**src/rtl/cpu_pkg.sv**
```systemverilog
// cpu_pkg
// Shared CPU datapath definitions used by the register file, its scoreboard
// and the ALU/zero-detect stage downstream.
//   DATA_W    : register / operand width
//   REG_N     : number of architectural registers
//   REG_AW    : register address width
//   ZERO_REG  : hardwired-zero register address
//   reg_addr_t, word_t : common address and data word types
package cpu_pkg;

  localparam int DATA_W = 32;
  localparam int REG_N  = 32;
  localparam int REG_AW = 5;

  typedef logic [REG_AW-1:0] reg_addr_t;
  typedef logic [DATA_W-1:0] word_t;

  localparam reg_addr_t ZERO_REG = 5'd0;

endpackage

```
**src/rtl/reg_scoreboard.sv**
```systemverilog
// reg_scoreboard
// Pending-write tracker for the register file. One bit per register records
// that an issued instruction will still write that register back. Bit 0 is
// constant zero.
// Ports:
//   clk         in   system clock, state updates on rising edge
//   rst         in   asynchronous active-high reset, clears every pending bit
//   issue_valid in   an instruction with a destination issues this cycle
//   issue_rd    in   destination register of the issued instruction
//   wb_en       in   write-back strobe
//   wb_addr     in   write-back register address
//   rr1, rr2    in   lookup addresses
//   busy1,busy2 out  registered pending bit of rr1 / rr2
module reg_scoreboard
  import cpu_pkg::*;
#(
  parameter int REG_N_P = REG_N
) (
  input  logic      clk,
  input  logic      rst,
  input  logic      issue_valid,
  input  reg_addr_t issue_rd,
  input  logic      wb_en,
  input  reg_addr_t wb_addr,
  input  reg_addr_t rr1,
  input  reg_addr_t rr2,
  output logic      busy1,
  output logic      busy2
);

  logic [REG_N_P-1:0] pendingVec;

  assign pendingVec[0] = 1'b0;

  // One flop per real register. Set is tested before clear so that a new
  // producer issued on the same edge as the old one retires keeps the bit high.
  // Repeated issues (WAW) just leave the bit set; the first write-back clears it.
  for (genvar i = 1; i < REG_N_P; i++) begin : g_pending
    always_ff @(posedge clk or posedge rst) begin
      if (rst) begin
        pendingVec[i] <= 1'b0;
      end else if (issue_valid && (issue_rd == REG_AW'(i))) begin
        pendingVec[i] <= 1'b1;
      end else if (wb_en && (wb_addr == REG_AW'(i))) begin
        pendingVec[i] <= 1'b0;
      end
    end
  end

  assign busy1 = pendingVec[rr1];
  assign busy2 = pendingVec[rr2];

endmodule

```
**src/rtl/reg_file_sb.sv**
```systemverilog
// reg_file_sb
// Two-read / one-write register file with a pending-write scoreboard. Feeds
// the RD1/RD2 operands of the ALU stage and tells the issue logic which
// operands still await a write-back. Register 0 reads as zero and ignores
// writes; it is never marked busy.
// Optional feature: define REGFILE_BYPASS_EN to forward a same-cycle
// write-back (data and busy clear) to the read ports. Without it, reads
// reflect only registered state.
// Ports:
//   clk, rst          clock and asynchronous active-high reset
//   RR1, RR2          read addresses
//   RD1, RD2          combinational read data
//   busy1, busy2      operand has an outstanding write
//   RegWrite, WR, WD  write-back strobe, address, data
//   issue_valid       instruction with a destination issues this cycle
//   issue_rd          its destination register
module reg_file_sb
  import cpu_pkg::*;
#(
  parameter int DATA_W_P = DATA_W,
  parameter int REG_N_P  = REG_N
) (
  input  logic                clk,
  input  logic                rst,
  input  logic [REG_AW-1:0]   RR1,
  input  logic [REG_AW-1:0]   RR2,
  output logic [DATA_W_P-1:0] RD1,
  output logic [DATA_W_P-1:0] RD2,
  output logic                busy1,
  output logic                busy2,
  input  logic                RegWrite,
  input  logic [REG_AW-1:0]   WR,
  input  logic [DATA_W_P-1:0] WD,
  input  logic                issue_valid,
  input  logic [REG_AW-1:0]   issue_rd
);

  logic [DATA_W_P-1:0] regView [REG_N_P];
  logic                wbValid;
  logic                pendBusy1;
  logic                pendBusy2;

  assign wbValid = RegWrite && (WR != ZERO_REG);

  // Entry 0 of the read view is a constant, so no storage exists for r0.
  assign regView[0] = '0;

  // Storage for r1..r31. Reset clears asynchronously, which also blocks any
  // write presented while rst is high.
  for (genvar i = 1; i < REG_N_P; i++) begin : g_regs
    logic [DATA_W_P-1:0] regQ;

    always_ff @(posedge clk or posedge rst) begin
      if (rst) begin
        regQ <= '0;
      end else if (wbValid && (WR == REG_AW'(i))) begin
        regQ <= WD;
      end
    end

    assign regView[i] = regQ;
  end

  reg_scoreboard #(
    .REG_N_P (REG_N_P)
  ) u_scoreboard (
    .clk         (clk),
    .rst         (rst),
    .issue_valid (issue_valid && (issue_rd != ZERO_REG)),
    .issue_rd    (issue_rd),
    .wb_en       (wbValid),
    .wb_addr     (WR),
    .rr1         (RR1),
    .rr2         (RR2),
    .busy1       (pendBusy1),
    .busy2       (pendBusy2)
  );

`ifdef REGFILE_BYPASS_EN
  logic fwd1;
  logic fwd2;
  logic reissue;

  // Forwarding is suppressed during reset so outputs read zero while rst is
  // high. If the written register is also re-issued this cycle, busy keeps
  // the registered value because a newer producer is now outstanding.
  always_comb begin
    fwd1    = wbValid && !rst && (WR == RR1);
    fwd2    = wbValid && !rst && (WR == RR2);
    reissue = issue_valid && (issue_rd == WR);
    RD1     = fwd1 ? WD : regView[RR1];
    RD2     = fwd2 ? WD : regView[RR2];
    busy1   = (fwd1 && !reissue) ? 1'b0 : pendBusy1;
    busy2   = (fwd2 && !reissue) ? 1'b0 : pendBusy2;
  end
`else
  always_comb begin
    RD1   = regView[RR1];
    RD2   = regView[RR2];
    busy1 = pendBusy1;
    busy2 = pendBusy2;
  end
`endif

endmodule

```
**config.mk**
```make
export PLATFORM = sky130hd
export DESIGN_NAME = reg_file_sb
export DESIGN_NICKNAME = d
export VERILOG_FILES = /design/src/rtl/cpu_pkg.sv /design/src/rtl/reg_scoreboard.sv /design/src/rtl/reg_file_sb.sv
export SDC_FILE = /design/constraint.sdc
export NUM_CORES = 2
export LEC_CHECK = 0
export ABC_AREA = 0
export CAP_MARGIN = 15
export CORE_MARGIN = 1.5
export CORE_UTILIZATION = 50
export DETAILED_ROUTE_END_ITERATION = 16
export MAX_ROUTING_LAYER = met4
export PLACE_DENSITY = 0.76
export SYNTH_ARGS = -nofsm -noshare
export SYNTH_HDL_FRONTEND = slang
export SYNTH_SLANG_ARGS = --single-unit
```
**constraint.sdc**
```tcl
create_clock -name clk -period 41.7 [get_ports clk]
set_clock_uncertainty 0.15 [all_clocks]
set_input_delay 6.255 -clock clk [delete_from_list [all_inputs] [get_ports clk]]
set_output_delay 6.255 -clock clk [all_outputs]
set_load 0.02 [all_outputs]
```
==> flow_summary.json <==
{
  "clock-sinks": 1023,
  "worstHoldStart": "g_regs[14].regQ[28]",
  "final_common_cell": "dfrtp_1",
  "numCtsBuffers": 107,
  "worst-path-max-fanout": 67,
  "first_iter_violations": 4470,
  "dp_slack_ps": 24460,
  "cts_root_buf": "clkbuf_16",
  "timing.final.crit_share": 0.4137,
  "crit_slowest_cell": "buf_4",
  "num_io_pins": 122,
  "fin_area_mm2": 0.06068,
  "fin_crit_ps": 17250,
  "antenna_found_initial": 6,
  "wl_um": 166500,
  "final_util": 0.5575,
  "io_buffers": 121,
  "fin_nets": 3736,
  "fp-row-count": 121,
  "die_h_um": 334.4,
  "seq_area_frac_synth": 0.4661,
  "cp-end-kind": "output port",
  "grt_pass1_wl_um": 248100,
  "required_ps": 35290,
  "netlist_area_mm2": 0.05492,
  "clock.fmax_mhz": 57.97,
  "ys_ff_latch": 1023,
  "die_area_mm2": 0.1118,
  "avgRoutedWirePerCell_um": 32.13,
  "crit_chain": "buf_8 -> buf_4 -> buf_4 -> mux4_2 -> mux2i_1 -> and2_1 -> o31ai_1 -> clkdlybuf4s50_1",
  "max-slew-margin-rel": 0.2333,
  "hold_class": "flip-flop to flip-flop",
  "run_status": "complete, no violations",
  "place_hpwl_um": 89950,
  "htreeDepth": 3,
  "worst-r2r-cell-count": 1,
  "worst_slew_pin_slew_ps": 1146,
  "vias_per_cell": 6.970,
  "fin_tns_setup_ps": 0,
  "grt_pass1_vias": 36830,
  "synth_ff_type": "dfrtp_1",
  "report.final.slew_viol_count": 0,
  "die_w_um": 334.4,
  "synth_cell_types": 31,
  "hold_depth": 1,
  "worstSkewPairLatency_ps": 690,
  "clkTransAtPathRegs_ps": 60,
  "finalSetupViolations": 0,
  "fillCellCount": 8532,
  "ir_worst_vdd_v": 0.00003257,
  "area_growth_pct": 10.49,
  "worstReg2RegStart": "g_regs[14].regQ[25]",
  "drive_above_1_share": 0.4599,
  "drv_cap": 0,
  "leakagePower_nw": 26.20,
  "critPathLaunchType": "primary input",
  "cts_hold_buf": 0,
  "syn_inst": 3787,
  "cp.arrival_ps": 10850,
  "gp_congestion": 0.8449,
  "synth_fp_nets": 3843,
  "hold_viol": 0,
  "vias": 36120,
  "grt_overflow": 0,
  "crit_top_cell": "buf_4",
  "hold_ws_ps": 355.4,
  "drtPass1Iterations": 7,
  "grt_use_total": 0.3081,
  "core_area_mm2": 0.1089,
  "route.detailed.drc": 0,
  "start_util": 0.5045,
  "path_class": "primary input to output port",
  "ant_nets": 0,
  "placed_area_mm2": 0.05676,
  "fin_ws_ps": 24450,
  "rsz0062_at_grt": "false",
  "synth_warnings": 0,
  "clk_path_buf_depth": 3,
  "post_cts_buffers": 0,
  "cp-startpoint": "RR1[0]",
  "mostFrequentLayoutCells": "dfrtp_1 (1023), mux2_2 (1021), mux4_2 (396), a22o_1 (209), mux2i_1 (165)",
  "grt_max_degree": 167,
  "async_reset_ff_frac": 1.000,
  "slowest_delay_ps": 910,
  "cts_tree": "built",
  "syn_avg_cell_area_um2": 14.50,
  "post_cts_resize_count": 0,
  "powerDensity_mw_per_mm2": 49.37,
  "synth_edf_count": 0
}
cell type report:
| class | instances | area (µm²) | share of cell area |
|---|---|---|---|
| flip-flops and latches | 1023 | 25600 | 0.4219 |
| inverters | 17 | 73.82 | 0.001217 |
| clock buffers | 159 | 3194 | 0.05264 |
| diodes | 4 | 10.01 | 0.0001650 |
| multi-input cells | 2326 | 27460 | 0.4526 |
| clock inverters | 34 | 620.6 | 0.01023 |
| well taps | 1414 | 1769 | 0.02916 |
| repair buffers | 205 | 1951 | 0.03215 |
sequential cells by signal, indices dropped and copies added, names as in the netlist:
name / count
u_scoreboard.pendingVec: 31
g_regs.regQ: 992
critical path, delay by kind of cell:
| family | cells | cell delay, ps |
|---|---|---|
| buffers and inverters | 4 | 3060 |
| AOI/OAI and AO/OA | 1 | 730 |
| muxes | 2 | 480 |
| and+or+nand+nor | 1 | 210 |
power by group:
group | leakage (nW) | total, mW | internal [mW] | switching, mW
Sequential | 13.0 | 1.33 | 1.19 | 0.145
Combinational | 11.3 | 0.625 | 0.371 | 0.254
Clock | 1.87 | 1.04 | 0.626 | 0.410
cell families (layout without fill, tap and decap cells):
logic type,Yosys count,in the layout,share of synthesized area
mux,1619,1619,0.4094
flops,1023,1023,0.4661
compound gates,494,494,0.06743
buf+inv,438,415,0.03759
simple gates,213,213,0.01948
other cells,0,4,0
final timing paths:
path / to / slack [ps]
worst max-delay path: RD1[30] / 24450
worst min-delay path: g_regs[14].regQ[28] / 360
worst max register to register: g_regs[14].regQ[25] / 40710
worst min register to register: g_regs[14].regQ[28] / 360
max in group asynchronous: g_regs[23].regQ[8] / 32130
min in group asynchronous: g_regs[9].regQ[29] / 5980
cell usage after synthesis (7+ instances only):
library cell / n / area (µm²)
mux2i_1: 165 / 1652
inv_1: 17 / 63.81
mux2_1: 37 / 416.7
mux4_2: 396 / 8919
and3_1: 34 / 212.7
o22ai_1: 77 / 481.7
clkbuf_1: 219 / 822.0
a211oi_1: 66 / 495.5
mux2_2: 1021 / 11500
buf_2: 126 / 630.6
nand2_1: 90 / 337.8
a22o_1: 209 / 1831
and2_1: 39 / 244.0
o31ai_1: 67 / 503.0
nor2_1: 18 / 67.56
nand3_1: 7 / 35.03
o21ai_1: 66 / 330.3
buf_4: 38 / 285.3
buf_1: 22 / 82.58
nor2b_1: 9 / 56.30
dfrtp_1: 1023 / 25600
buf_6: 16 / 180.2
metal layers:
metal,vias up,GRT usage,share of wire
met1,19220,0.4286,0.40
li1,14420,-,-
met5,-,-,0
met2,2049,0.4416,0.45
met3,428,0.08119,0.12
met4,0,0.1001,0.037
metrics by stage:
| step | std cells | power (mW) |
|---|---|---|
| floorplan | 3787 | 1.796 |
| global placement | 4981 | 1.936 |
| detailed placement | 4981 | 1.966 |
| CTS | 5174 | 2.999 |
| global route | 5182 | 3.111 |
| finish | 5182 | 2.996 |
Power figures use the tool's default switching activity.
